$ cat src/rtl/tholin_io_pkg.sv
// Shared types and default sizing for the tholin pad-input frontend and its wrapper.
package tholin_io_pkg;

  localparam int NPINS_DEF       = 33;
  localparam int NSET_DEF        = 2;
  localparam int SYNC_STAGES_DEF = 2;
  localparam int FILT_CYCLES_DEF = 4;
  localparam int HOLD_CYCLES_DEF = 16;

  typedef enum logic [1:0] {
    IDLE = 2'd0,
    HOLD = 2'd1,
    RUN  = 2'd2
  } seq_state_t;

endpackage

$ cat src/rtl/tholin_io_frontend_if.sv
// Pad-side inputs and core-side conditioned outputs of the tholin frontend.
interface tholin_io_frontend_if #(
  parameter int NPINS = tholin_io_pkg::NPINS_DEF,
  parameter int NSET  = tholin_io_pkg::NSET_DEF
);

  logic             pad_rst_n_i;
  logic [NPINS-1:0] pad_in_i;
  logic             filt_en_i;
  logic [NSET-1:0]  settings_i;
  logic             core_rst_n_o;
  logic [NPINS-1:0] core_io_in_o;
  logic [NSET-1:0]  core_settings_o;
  logic [1:0]       state_o;

  modport master (
    output pad_rst_n_i, pad_in_i, filt_en_i, settings_i,
    input  core_rst_n_o, core_io_in_o, core_settings_o, state_o
  );

  modport slave (
    input  pad_rst_n_i, pad_in_i, filt_en_i, settings_i,
    output core_rst_n_o, core_io_in_o, core_settings_o, state_o
  );

endinterface

$ cat src/rtl/tholin_io_frontend_pin_filter.sv
// One pad input: synchroniser chain followed by an optional stability filter and output flop.
module tholin_pin_filter #(
  parameter int SYNC_STAGES = 2,
  parameter int FILT_CYCLES = 4
) (
  input  logic clk,
  input  logic rst,
  input  logic pad,
  input  logic filt_en,
  output logic pin_q
);

  localparam int CW = (FILT_CYCLES > 1) ? $clog2(FILT_CYCLES) : 1;

  logic [SYNC_STAGES-1:0] sync;
  logic                   in_s;
  logic [CW-1:0]          cnt;

  assign in_s = sync[SYNC_STAGES-1];

  always_ff @(posedge clk or posedge rst) begin
    if (rst) begin
      sync <= '0;
    end else begin
      sync <= {sync[SYNC_STAGES-2:0], pad};
    end
  end

  // A changed level is only passed once it has differed from the output for FILT_CYCLES edges.
  always_ff @(posedge clk or posedge rst) begin
    if (rst) begin
      cnt   <= '0;
      pin_q <= 1'b0;
    end else if (!filt_en) begin
      cnt   <= '0;
      pin_q <= in_s;
    end else if (in_s == pin_q) begin
      cnt <= '0;
    end else if (cnt == CW'(FILT_CYCLES - 1)) begin
      cnt   <= '0;
      pin_q <= in_s;
    end else begin
      cnt <= cnt + 1'b1;
    end
  end

endmodule

$ cat src/rtl/tholin_io_frontend.sv
// Conditions the user-area pad inputs into wb_clk_i and sequences a stretched core reset.
module tholin_io_frontend
  import tholin_io_pkg::*;
#(
  parameter int NPINS       = NPINS_DEF,
  parameter int NSET        = NSET_DEF,
  parameter int SYNC_STAGES = SYNC_STAGES_DEF,
  parameter int FILT_CYCLES = FILT_CYCLES_DEF,
  parameter int HOLD_CYCLES = HOLD_CYCLES_DEF
) (
  input  logic                 wb_clk_i,
  input  logic                 wb_rst_i,
  tholin_io_frontend_if.slave  bus
);

  localparam int HW = $clog2(HOLD_CYCLES + 1);

  logic [SYNC_STAGES-1:0] rst_sync;
  logic [SYNC_STAGES-1:0] fe_sync;
  logic                   rst_s;
  logic                   filt_en_s;
  logic [NPINS-1:0]       io_q;
  seq_state_t             state;
  logic [HW-1:0]          hold_cnt;
  logic                   core_rst_n;
  logic [NSET-1:0]        settings_q;

  assign rst_s     = rst_sync[SYNC_STAGES-1];
  assign filt_en_s = fe_sync[SYNC_STAGES-1];

  always_ff @(posedge wb_clk_i or posedge wb_rst_i) begin
    if (wb_rst_i) begin
      rst_sync <= '0;
      fe_sync  <= '0;
    end else begin
      rst_sync <= {rst_sync[SYNC_STAGES-2:0], bus.pad_rst_n_i};
      fe_sync  <= {fe_sync[SYNC_STAGES-2:0], bus.filt_en_i};
    end
  end

  for (genvar i = 0; i < NPINS; i++) begin : g_pin
    tholin_pin_filter #(
      .SYNC_STAGES (SYNC_STAGES),
      .FILT_CYCLES (FILT_CYCLES)
    ) u_pin (
      .clk     (wb_clk_i),
      .rst     (wb_rst_i),
      .pad     (bus.pad_in_i[i]),
      .filt_en (filt_en_s),
      .pin_q   (io_q[i])
    );
  end

  // Any drop of the synchronised reset request restarts the hold period from scratch.
  always_ff @(posedge wb_clk_i or posedge wb_rst_i) begin
    if (wb_rst_i) begin
      state      <= IDLE;
      hold_cnt   <= '0;
      core_rst_n <= 1'b0;
      settings_q <= '0;
    end else begin
      case (state)
        IDLE: begin
          core_rst_n <= 1'b0;
          if (rst_s) begin
            state    <= HOLD;
            hold_cnt <= '0;
          end
        end
        HOLD: begin
          if (!rst_s) begin
            state <= IDLE;
          end else if (hold_cnt == HW'(HOLD_CYCLES - 1)) begin
            state      <= RUN;
            core_rst_n <= 1'b1;
            settings_q <= bus.settings_i;
          end else begin
            hold_cnt <= hold_cnt + 1'b1;
          end
        end
        RUN: begin
          if (!rst_s) begin
            state      <= IDLE;
            core_rst_n <= 1'b0;
          end
        end
        default: begin
          state      <= IDLE;
          core_rst_n <= 1'b0;
        end
      endcase
    end
  end

  assign bus.core_io_in_o    = io_q;
  assign bus.core_rst_n_o    = core_rst_n;
  assign bus.core_settings_o = settings_q;
  assign bus.state_o         = state;

endmodule

$ cat src/flat_wrapper.sv
// flat-port wrapper written by rule: the top's interface ports become plain ports
module tholin_io_frontend_flat import tholin_io_pkg::*;
#(
  parameter int NPINS       = NPINS_DEF,
  parameter int NSET        = NSET_DEF,
  parameter int SYNC_STAGES = SYNC_STAGES_DEF,
  parameter int FILT_CYCLES = FILT_CYCLES_DEF,
  parameter int HOLD_CYCLES = HOLD_CYCLES_DEF
)
  (wb_clk_i, wb_rst_i, bus_pad_rst_n_i, bus_pad_in_i, bus_filt_en_i, bus_settings_i, bus_core_rst_n_o, bus_core_io_in_o, bus_core_settings_o, bus_state_o);
  tholin_io_frontend_if #(.NPINS(NPINS), .NSET(NSET)) bus_i ();
  input  logic wb_clk_i;
  input  logic wb_rst_i;
  input wire logic [$bits(bus_i.pad_rst_n_i)-1:0] bus_pad_rst_n_i;
  input wire logic [$bits(bus_i.pad_in_i)-1:0] bus_pad_in_i;
  input wire logic [$bits(bus_i.filt_en_i)-1:0] bus_filt_en_i;
  input wire logic [$bits(bus_i.settings_i)-1:0] bus_settings_i;
  output wire logic [$bits(bus_i.core_rst_n_o)-1:0] bus_core_rst_n_o;
  output wire logic [$bits(bus_i.core_io_in_o)-1:0] bus_core_io_in_o;
  output wire logic [$bits(bus_i.core_settings_o)-1:0] bus_core_settings_o;
  output wire logic [$bits(bus_i.state_o)-1:0] bus_state_o;
  assign bus_i.pad_rst_n_i = bus_pad_rst_n_i;
  assign bus_i.pad_in_i = bus_pad_in_i;
  assign bus_i.filt_en_i = bus_filt_en_i;
  assign bus_i.settings_i = bus_settings_i;
  assign bus_core_rst_n_o = bus_i.core_rst_n_o;
  assign bus_core_io_in_o = bus_i.core_io_in_o;
  assign bus_core_settings_o = bus_i.core_settings_o;
  assign bus_state_o = bus_i.state_o;
  tholin_io_frontend #(.NPINS(NPINS), .NSET(NSET), .SYNC_STAGES(SYNC_STAGES), .FILT_CYCLES(FILT_CYCLES), .HOLD_CYCLES(HOLD_CYCLES)) u_core (.wb_clk_i(wb_clk_i), .wb_rst_i(wb_rst_i), .bus(bus_i));
endmodule
$ cat config.mk
export PLATFORM = sky130hd
export DESIGN_NAME = tholin_io_frontend_flat
export DESIGN_NICKNAME = d
export VERILOG_FILES = /design/src/rtl/tholin_io_pkg.sv /design/src/rtl/tholin_io_frontend_if.sv /design/src/rtl/tholin_io_frontend_pin_filter.sv /design/src/rtl/tholin_io_frontend.sv /design/src/flat_wrapper.sv
export SDC_FILE = /design/constraint.sdc
export NUM_CORES = 1
export LEC_CHECK = 0
export ABC_AREA = 1
export BUFFER_PORTS_ARGS = -buffer_cell sky130_fd_sc_hd__buf_2
export CELL_PAD_IN_SITES_DETAIL_PLACEMENT = 0
export CELL_PAD_IN_SITES_GLOBAL_PLACEMENT = 1
export CORE_ASPECT_RATIO = 1.75
export CORE_MARGIN = 1.5
export CORE_UTILIZATION = 45
export DETAILED_ROUTE_END_ITERATION = 8
export PLACE_DENSITY = 0.86
export SLEW_MARGIN = 30
export SYNTH_ARGS = -nofsm -noshare
export SYNTH_HDL_FRONTEND = slang
export SYNTH_SLANG_ARGS = --single-unit
export TNS_END_PERCENT = 50
$ cat constraint.sdc
create_clock -name wb_clk_i -period 15.64 [get_ports wb_clk_i]
set_input_delay 3.91 -clock wb_clk_i [delete_from_list [all_inputs] [get_ports wb_clk_i]]
set_output_delay 3.91 -clock wb_clk_i [all_outputs]
set_load 0.05 [all_outputs]
==> results.md, run 1 <==
* Final hold vios at 0
* Max-cap violation count at 0
* GRT Util Overall at 14.97%
* Area grow syn2layout at 13.38%
* Max Fanout on Critical Path at 3
* DRC viols at 0
* CTS Buf Count at 17
* CTS Hold Bufs at 0
* Place WS at 10270 ps
* Clock root buffer: clkbuf_16
* Fin crit share at 32.22%
* Die Area at 16270 sq um
* Hold Crit Class: register to register
* Largest area contributor in the synthesized netlist: dfrtp_1
* Pwr Density at 134.5 nW/um^2
* Cells after DPL at 787
* Sequential cell area fraction in the yosys report at 64.28%
* Crit path max-delay family: flip-flops
* Slew @ Worst Pin at 883.8 ps
* Vias in the first global route at 4243
* Final min period at 5040 ps
* Layout Cells excl Fill at 819
* Row cnt at 60
* H-tree depth at 4
* Clk slew on worst S/H paths at 70 ps
* CTS resizes at 0
* Layout net count at 694
* Number of port buffers at 76
* Via count at 3840
* Global-route wire length before repair at 19.54 mm
* Grt ovf at 0
* CP Launch Point: u_core.g_pin[7].u_pin.pin_q
* DRT Pass-1 Iters at 4
* Clock insertion delay at the later pin of the skew report at 410 ps
* Avg Vias per Cell at 4.689
* Status: finished, final reports clean
* Starting Density at 45.72%
* CTS tree: built
* CP bufs+invs at 1
* Post-DRT Antenna Nets at 0
* # setup viols final at 0
* Ports at 77
* Syn. warnings at 0
* Peak Freq at 0.1984 GHz
* Synth top area share at 64.28%
* Syn_area_per_cell at 12.38 sq um
* Pleak at 3.959 nW
* Clock Tree Buf Depth at 2
* #FFs+latches synth at 179
* DR WL/cell at 13.40 microns
* Core ar. at 15240 sq um
* Hold Crit Start: u_core.g_pin[32].u_pin.sync[0]
* Critical Path AT at 1130 ps
* Net Count, Synth at 637
* Mapped Cells at 563
* Relative slew slack at 41.08%
* RSZ-0062 raised after global routing: no
* Routability cong. at 0.7028
* Antenna violations before repair at 0
* Synth top area cells: dfrtp_1 (64%), ha_1 (6.3%), nor3_2 (4.3%)
* Share of cells above drive strength 1 at 27.96%
* Worst path slowest cell: dfrtp_1
* Setup ws final at 10600 ps
* Max VDD drop at 0.00006396 V
* Crit path launch type: register
* Fin Setup TNS at 0 ps
* Unique masters post-synth at 21
* CP Class: register to output pin
* Ant diodes at 0
* Clock skew at 8.839 ps
* Die Wd at 97.07 microns
* Drt first-iter violations at 193
* Crit-path max cell delay at 420 ps
* # Post-CTS Setup Buffers at 0
* Die outline height at 167.6 microns
* WP data required at 11730 ps
* CP cell instances: buf_2
* Largest net degree at the start of global routing at 132
* Element type at the critical path end: output pin
* RR Startpoint: u_core.fe_sync[1]
* Final wirelength at 10.98 mm
* Hpwl dp at 7.477 mm
* Cell Area, Synth at 6968 sq um
* Fin. max-slew vios at 0
* # clock sinks at 179
-- final timing paths --
check                                                       to  slack [ps]  cells after the start
worst min register to register  u_core.g_pin[32].u_pin.sync[1]         350                      0
worst max register to register    u_core.g_pin[8].u_pin.cnt[0]       13840                      4
min in group asynchronous        u_core.g_pin[1].u_pin.sync[0]        3630                      2
worst max-delay path                       bus_core_io_in_o[7]       10600                      1
worst min-delay path            u_core.g_pin[32].u_pin.sync[1]         350                      0
max in group asynchronous          u_core.g_pin[7].u_pin.pin_q       10790                      3
-- where the power goes --
group / internal [mW] / switching (mW)
Sequential: 0.497 / 0.0233
Clock: 0.246 / 0.176
Combinational: 0.0416 / 0.0784
-- registers in the layout, summed over array words and instances, names as in the netlist --
signal	cells
u_core.hold_cnt	5
u_core.bus.state_o	2
u_core.g_pin.u_pin.cnt	66
u_core.fe_sync	2
u_core.g_pin.u_pin.pin_q	33
u_core.bus.core_rst_n_o	1
u_core.rst_sync	2
u_core.bus.core_settings_o	2
u_core.g_pin.u_pin.sync	66
-- metrics by stage --
step	cell area [sq um]	hold slack [ps]	utilization, %	power, mW
3_5_place_dp	7300	334.7	47.90	0.6513
3_3_place_gp	7297	332.5	47.88	0.6421
4_1_cts	7900	345.5	51.84	1.077
2_1_floorplan	6968	331.2	-	0.6303
5_1_grt	7900	354.8	51.84	1.113
6_report	7900	346.8	51.84	1.063
-- cells in the mapped netlist --
cell type    n
a21oi_1      1
a22oi_1      1
buf_2        3
buf_4       34
buf_6        3
dfrtp_1    179
ha_1        35
inv_1       45
inv_2        1
nand2_1     78
nand3_1      6
nor2_1      37
nor2_4       1
nor3_1       3
nor3_2      30
o21ai_0      8
o21ai_1     30
o22ai_1      1
or2_2        4
or2_4       30
xnor2_1     33
-- layer usage --
metal  part of all wire [%]  vias up  GRT usage, %  wire (microns)
li1                       -     1861             -               -
met1                     40     1905         17.31            4430
met2                     54       61         26.42            5981
met3                    3.5       13         3.881             383
met4                    1.6        0         5.797             180
met5                      0        -             0               0
-- cells by family (layout without fill, tap and decap cells) --
kind of cell             count (synthesis)  count (layout)  synth area share [%]
AO/OA/AOI/OAI                           41              41                 2.999
XOR/XNOR                                33              33                 4.148
adder cells (fa/ha/maj)                 35              35                 6.285
buffers and inverters                   86             156                 6.841
flip-flops                             179             179                 64.28
AND/OR/NAND/NOR                        189             189                 15.44
-- area by class of cell --
type / count / area (sq um)
Clock buffer: 19 / 452.9
Clock inverter: 13 / 147.6
Inverter: 46 / 180.2
Multi-Input combinational cell: 298 / 2012
Sequential cell: 179 / 4479
Tap cell: 186 / 232.7
Timing Repair Buffer: 78 / 395.4
Fill cell: 1306 / 7340
-- cells in the final DEF, fill, tap and decap left out, types with 3 or more instances in the layout --
| cell | n |
|---|---|
| buf_2 | 76 |
| clkbuf_16 | 17 |
| clkinvlp_4 | 3 |
| dfrtp_1 | 179 |
| ha_1 | 35 |
| inv_1 | 44 |
| inv_6 | 3 |
| nand2_1 | 78 |
| nand3_1 | 6 |
| nor2_1 | 37 |
| nor3_1 | 3 |
| nor3_2 | 30 |
| o21ai_0 | 8 |
| o21ai_1 | 30 |
| or2_2 | 4 |
| or2_4 | 30 |
| xnor2_1 | 33 |
No activity file was read; power rests on OpenSTA's default activity.
==> run 2: changes to the inputs <==
--- a/config.mk
+++ b/config.mk
@@ -11,9 +11,9 @@
 export CELL_PAD_IN_SITES_GLOBAL_PLACEMENT = 1
 export CORE_ASPECT_RATIO = 1.75
 export CORE_MARGIN = 1.5
-export CORE_UTILIZATION = 45
+export CORE_UTILIZATION = 42
 export DETAILED_ROUTE_END_ITERATION = 8
-export PLACE_DENSITY = 0.86
+export PLACE_DENSITY = 0.84
 export SLEW_MARGIN = 30
 export SYNTH_ARGS = -nofsm -noshare
 export SYNTH_HDL_FRONTEND = slang
==> constraint.sdc (replaced) <==
create_clock -name wb_clk_i -period 4.21 [get_ports wb_clk_i]
set_input_delay 1.0525 -clock wb_clk_i [delete_from_list [all_inputs] [get_ports wb_clk_i]]
set_output_delay 1.0525 -clock wb_clk_i [all_outputs]
set_load 0.05 [all_outputs]
==> run 2 against run 1 <==
  * Flip-flop and latch count unchanged
  * Core utilization is 3.2 points lower
  * Die area up 7.0%
  * Wire length is 0.90% lower
  * Final cell count up 0.85%
  * Clock power rose to 3.7 times the previous value
  * Combinational power increased to 3.7 times the previous value
  * Count of clock-buffer cells in the layout decreased by 2
  * Non-clock buffer count increased by 1
  * Power grew to 3.7 times the previous value
  * Critical endpoint is now bus_core_io_in_o[8]
==> results.md, run 2 (synthesis results as in run 1) <==
* Seq pwr share at 49.1% (was 48.9%)
* Antenna violations before repair at 0 (unchanged)
* Tot Pwr at 3.929 mW (was 1.063 mW)
* Slew @ Worst Pin at 709.1 ps (was 883.8 ps)
* Crit-path max cell delay at 410 ps (was 420 ps)
* Commonest cells after routing, fill and taps aside: dfrtp_1 (179), nand2_1 (78), buf_2 (76) (unchanged)
* Drt first-iter violations at 181 (was 193)
* Layout net count at 695 (was 694)
* Area of the multi-input gates at 2012 sq um (unchanged)
* CTS Hold Bufs at 0 (unchanged)
* Crit path launch type: register (unchanged)
* Final hold vios at 0 (unchanged)
* Max Fanout on Critical Path at 3 (unchanged)
* Max VDD drop at 0.0002865 V (was 0.00006396 V)
* Final wirelength at 10.88 mm (was 10.98 mm)
* Routability cong. at 0.7450 (was 0.7028)
* H-tree depth at 4 (unchanged)
* CP bufs+invs at 1 (unchanged)
* Largest net degree at the start of global routing at 122 (was 132)
* Die outline height at 173.4 microns (was 167.6 microns)
* Avg Vias per Cell at 4.711 (was 4.689)
* Global-route wire length before repair at 19.27 mm (was 19.54 mm)
* Grt ovf at 0 (unchanged)
* DR WL/cell at 13.17 microns (was 13.40 microns)
* Number of port buffers at 76 (unchanged)
* Hpwl dp at 7.252 mm (was 7.477 mm)
* Core ar. at 16290 sq um (was 15240 sq um)
* DRT Pass-1 Iters at 4 (unchanged)
* Ports at 77 (unchanged)
* Clk slew on worst S/H paths at 70 ps (about the same)
* CP Class: register to output pin (unchanged)
* R2R cell count at 4 (unchanged)
* CP cell instances: buf_2 (unchanged)
* Switching Power at 1.085 mW (was 0.2779 mW)
* Area grow syn2layout at 13.61% (was 13.38%)
* Area after DPL at 7323 sq um (was 7300 sq um)
* RSZ-0062 raised after global routing: no (unchanged)
* Fin crit share at 51.61%
* Setup ws final at 2037 ps (was 10600 ps)
* Status: finished, final reports clean (unchanged)
* Register area at 4479 sq um (unchanged)
* Row cnt at 62 (was 60)
* Pwr Density at 496.3 nW/um^2 (was 134.5 nW/um^2)
* Die Area at 17400 sq um (was 16270 sq um)
* Cell depth of the worst setup path at 1 (unchanged)
* Critical Path AT at 1120 ps (was 1130 ps)
* # fillers at 1454 (was 1306)
* Max-cap violation count at 0 (unchanged)
* Worst hold path depth at 0 (unchanged)
* Clock root buffer: clkbuf_16 (unchanged)
* # setup viols final at 0 (unchanged)
* Share of cells above drive strength 1 at 28.08% (was 27.96%)
* Clock power share at 39.5% (was 39.8%)
* Clock skew at 8.048 ps (was 8.839 ps)
* CTS Buf Count at 17 (unchanged)
* CTS resizes at 0 (unchanged)
* Crit path max-delay family: flip-flops (unchanged)
* Final min period at 2173 ps
* Die Wd at 100.4 microns (was 97.07 microns)
* CTS tree: built (unchanged)
* # clock sinks at 179 (unchanged)
* Clock insertion delay at the later pin of the skew report at 420 ps (was 410 ps)
* Worst path slowest cell: dfrtp_1 (unchanged)
* Hold Crit Class: register to register (unchanged)
* Element type at the critical path end: output pin (unchanged)
* Relative slew slack at 52.73% (was 41.08%)
* Place WS at 2362 ps (was 10270 ps)
* Sw Ratio at 27.61% (was 26.16%)
* Final instance area at 7916 sq um (was 7900 sq um)
* Via count at 3891 (was 3840)
* Vias in the first global route at 4362 (was 4243)
* Final Util at 48.59% (was 51.84%)
* GRT Util Overall at 14.11% (was 14.97%)
* Fin. max-slew vios at 0 (unchanged)
* Pleak at 3.968 nW (was 3.959 nW)
* Post-DRT Antenna Nets at 0 (unchanged)
* Most common cell after layout, fill and taps aside: dfrtp_1 (unchanged)
* Fin Setup TNS at 0 ps (unchanged)
* DRC viols at 0 (unchanged)
* Logic pwr share at 11.4% (was 11.3%)
* Starting Density at 42.77% (was 45.72%)
* # Post-CTS Setup Buffers at 0 (unchanged)
* Clock Tree Buf Depth at 2 (unchanged)
* WP data required at 3160 ps (was 11730 ps)
* Ant diodes at 0 (unchanged)
* Peak Freq at 0.4602 GHz
* Biggest regs: u_core.g_pin.u_pin.cnt: 66 flops, u_core.g_pin.u_pin.sync: 66 flops, u_core.g_pin.u_pin.pin_q: 33 flops (unchanged)
* Internal power at 2.844 mW (was 0.7846 mW)
==> run 2: final timing paths <==
path / from / end / slack [ps]
max in group asynchronous: wb_rst_i / u_core.g_pin[22].u_pin.pin_q / 2850
worst min register to register: u_core.g_pin[25].u_pin.sync[0] / u_core.g_pin[25].u_pin.sync[1] / 350
min in group asynchronous: wb_rst_i / u_core.g_pin[10].u_pin.pin_q / 800
worst min-delay path: u_core.g_pin[25].u_pin.sync[0] / u_core.g_pin[25].u_pin.sync[1] / 350
worst max-delay path: u_core.g_pin[8].u_pin.pin_q / bus_core_io_in_o[8] / 2040
worst max register to register: u_core.fe_sync[1] / u_core.g_pin[16].u_pin.cnt[0] / 2430
==> run 2: final cells by class <==
type / instances / share of cell area [%]
Sequential cell: 179 / 56.58
Multi-Input combinational cell: 298 / 25.41
Clock buffer: 17 / 5.374
Timing Repair Buffer: 79 / 5.247
Tap cell: 192 / 3.035
Inverter: 46 / 2.229
Clock inverter: 15 / 2.118
==> run 2: per-layer routing <==
layer / GRT usage [%] / vias to the layer above / routed length [microns]
met1: 15.46 / 1947 / 4415
met4: 5.751 / 0 / 206
li1: - / 1870 / -
met2: 24.80 / 63 / 5848
met5: 0 / - / 0
met3: 4.556 / 11 / 406
==> run 2: metrics by stage <==
stage | std cells | hold slack (ps)
after floorplan | 563 | 331.2
after global placement | 794 | 331.7
after detailed placement | 794 | 334.7
after CTS | 826 | 350.2
after global routing | 826 | 354.7
final | 826 | 345.4
==> run 2: power groups by stage <==
stage	Sequential (mW)	Combinational, mW	Clock [mW]
after CTS	1.93	0.459	1.61
final	1.93	0.449	1.55
after global placement	1.95	0.435	0
after global routing	1.94	0.504	1.67
after detailed placement	1.96	0.455	0
after floorplan	1.94	0.399	0
==> run 3: changes to the inputs <==
==> constraint.sdc (replaced) <==
create_clock -name wb_clk_i -period 1.78 [get_ports wb_clk_i]
set_input_delay 0.445 -clock wb_clk_i [delete_from_list [all_inputs] [get_ports wb_clk_i]]
set_output_delay 0.445 -clock wb_clk_i [all_outputs]
set_load 0.05 [all_outputs]
==> run 3 against run 2 <==
  * Global-route usage increased by 0.66 points
  * Core utilization is 0.68 points higher
  * Wire length grew 4.3%
  * Highest routed layer unchanged
  * Largest cell class unchanged
  * Largest power group unchanged
  * Combinational power rose by 140%
  * Critical endpoint is now u_core.hold_cnt[2]
  * Clock power increased by 140%
==> results.md, run 3 (synthesis results as in run 1) <==
* Die Wd at 100.4 microns (unchanged)
* WP data required at 2120 ps (was 3160 ps)
* Crit path launch type: register (unchanged)
* Core ar. at 16290 sq um (unchanged)
* Element type at the critical path end: register (was output pin)
* GRT Util Overall at 14.77% (was 14.11%)
* # clock sinks at 179 (unchanged)
* Antenna violations before repair at 1 (was 0)
* Worst path slowest cell: dfrtp_1 (unchanged)
* # setup viols final at 0 (unchanged)
* Final min period at 1648 ps
* H-tree depth at 4 (unchanged)
* Row cnt at 62 (unchanged)
* Biggest regs: u_core.g_pin.u_pin.cnt: 66 flops, u_core.g_pin.u_pin.sync: 66 flops, u_core.g_pin.u_pin.pin_q: 33 flops (unchanged)
* Max-cap violation count at 0 (unchanged)
* Max VDD drop at 0.0006737 V (was 0.0002865 V)
* Setup ws final at 131.7 ps (was 2037 ps)
* Fin crit share at 92.60%
* Status: finished, final reports clean (unchanged)
* CP cell instances: ha_1 -> nand2_1 -> nor2_1 -> ha_1 -> nand2_1 -> inv_1 -> nor2_4 -> inv_1 -> o21ai_0 (was buf_2)
* Drt first-iter violations at 134 (was 181)
* Max Fanout on Critical Path at 5 (was 3)
* RR Startpoint: u_core.hold_cnt[0] (was u_core.fe_sync[1])
* DR WL/cell at 13.60 microns (was 13.17 microns)
* Critical Path AT at 1980 ps (was 1120 ps)
* Die outline height at 173.4 microns (unchanged)
* Hpwl dp at 7.769 mm (was 7.252 mm)
* Clk slew on worst S/H paths at 70 ps (about the same)
* Relative slew slack at 54.64% (was 52.73%)
* CTS tree: built (unchanged)
* Routability cong. at 0.6820 (was 0.7450)
* Place WS at 131.4 ps (was 2362 ps)
* CTS Buf Count at 17 (unchanged)
* CP Class: register to register (was register to output pin)
* Global-route wire length before repair at 20.20 mm (was 19.27 mm)
* Final instance area at 8028 sq um (was 7916 sq um)
* Die Area at 17400 sq um (unchanged)
* Fin. max-slew vios at 0 (unchanged)
* Slew @ Worst Pin at 679.5 ps (was 709.1 ps)
* Ports at 77 (unchanged)
* Final wirelength at 11.34 mm (was 10.88 mm)
* Crit path max-delay family: adder cells (was flip-flops)
* Clock root buffer: clkbuf_16 (unchanged)
* DRC viols at 0 (unchanged)
* Number of port buffers at 76 (unchanged)
* Most common cell after layout, fill and taps aside: dfrtp_1 (unchanged)
* Fin Setup TNS at 0 ps (unchanged)
* Post-DRT Antenna Nets at 0 (unchanged)
* Share of cells above drive strength 1 at 29.02% (was 28.08%)
* Clock insertion delay at the later pin of the skew report at 420 ps (about the same)
* Clock skew at 9.010 ps (was 8.048 ps)
* Peak Freq at 0.6067 GHz
* CP bufs+invs at 2 (was 1)
* CTS Hold Bufs at 0 (unchanged)
* Pwr Density at 1174 nW/um^2 (was 496.3 nW/um^2)
* Final hold vios at 0 (unchanged)
* Area grow syn2layout at 15.21% (was 13.61%)
* DRT Pass-1 Iters at 4 (unchanged)
* Clock Tree Buf Depth at 2 (unchanged)
* CP Launch Point: u_core.hold_cnt[0] (was u_core.g_pin[8].u_pin.pin_q)
* Largest net degree at the start of global routing at 51 (was 122)
* Layout net count at 702 (was 695)
* Avg Vias per Cell at 4.701 (was 4.711)
* Via count at 3921 (was 3891)
* Starting Density at 42.77% (unchanged)
* Crit-path max cell delay at 390 ps (was 410 ps)
* Hold Crit Class: input port to asynchronous set/reset pin (was register to register)
* Grt ovf at 0 (unchanged)
* Pleak at 4.024 nW (was 3.968 nW)
* Vias in the first global route at 4487 (was 4362)
* Commonest cells after routing, fill and taps aside: dfrtp_1 (179), nand2_1 (78), buf_2 (76) (unchanged)
* Area after DPL at 7411 sq um (was 7323 sq um)
## run 3: cell count changes in the layout (fill, tap and decap cells not counted), sizes merged
| cell | delta |
|---|---|
| clkinv | -4 |
| buf | +7 |
| bufinv | +1 |
| diode | +1 |
| inv | +3 |
## run 3: metal layers
layer,routed length (microns),share of wire [%],global-route usage [%],vias up
met5,0,0,0,-
met4,260,2.3,7.218,0
met3,309,2.7,3.185,18
met2,6021,53,25.48,59
met1,4752,42,17.16,1963
li1,-,-,-,1881
## run 3: final timing paths
check                                            endpoint  slack [ps]  cells after the start
min                          u_core.g_pin[16].u_pin.pin_q          70                      2
min in group wb_clk_i       u_core.g_pin[5].u_pin.sync[0]         130                      1
min reg2reg                u_core.g_pin[27].u_pin.sync[1]         350                      0
max reg2reg                            u_core.hold_cnt[2]         130                      9
max                                    u_core.hold_cnt[2]         130                      9
max in group asynchronous   u_core.g_pin[13].u_pin.cnt[1]        1110                      3
## run 3: stage by stage
stage	instances	util [%]	total power [mW]	hold slack [ps]
3_5_place_dp	799	45.49	5.750	334.7
6_report	834	49.28	9.423	66.80
4_1_cts	831	49.14	9.558	62.92
3_3_place_gp	799	45.49	5.666	331.4
5_1_grt	834	49.28	9.859	75.61
2_1_floorplan	563	-	5.539	331.2
## run 3: cell type report
class                      instances  area (sq um)
clock inverter                    15         168.9
sequential                       179          4479
multi-input combinational        298          2017
timing repair buffer              86         518.0
inverter                          46         176.4
antenna                            1         2.502
fill                            1425          8263
tap                              192         240.2
clock buffer                      17         425.4
## run 3: repair_timing
item                                    4_1_cts  5_1_grt
resized for setup                             0        1
buffers inserted                              0        2
endpoints found under the setup margin        0        5
## run 3: report_power, final
group | switching [mW] | internal (mW)
clock network | 1.65 | 2.12
registers | 0.201 | 4.36
logic | 0.700 | 0.393
total | 2.55 | 6.87
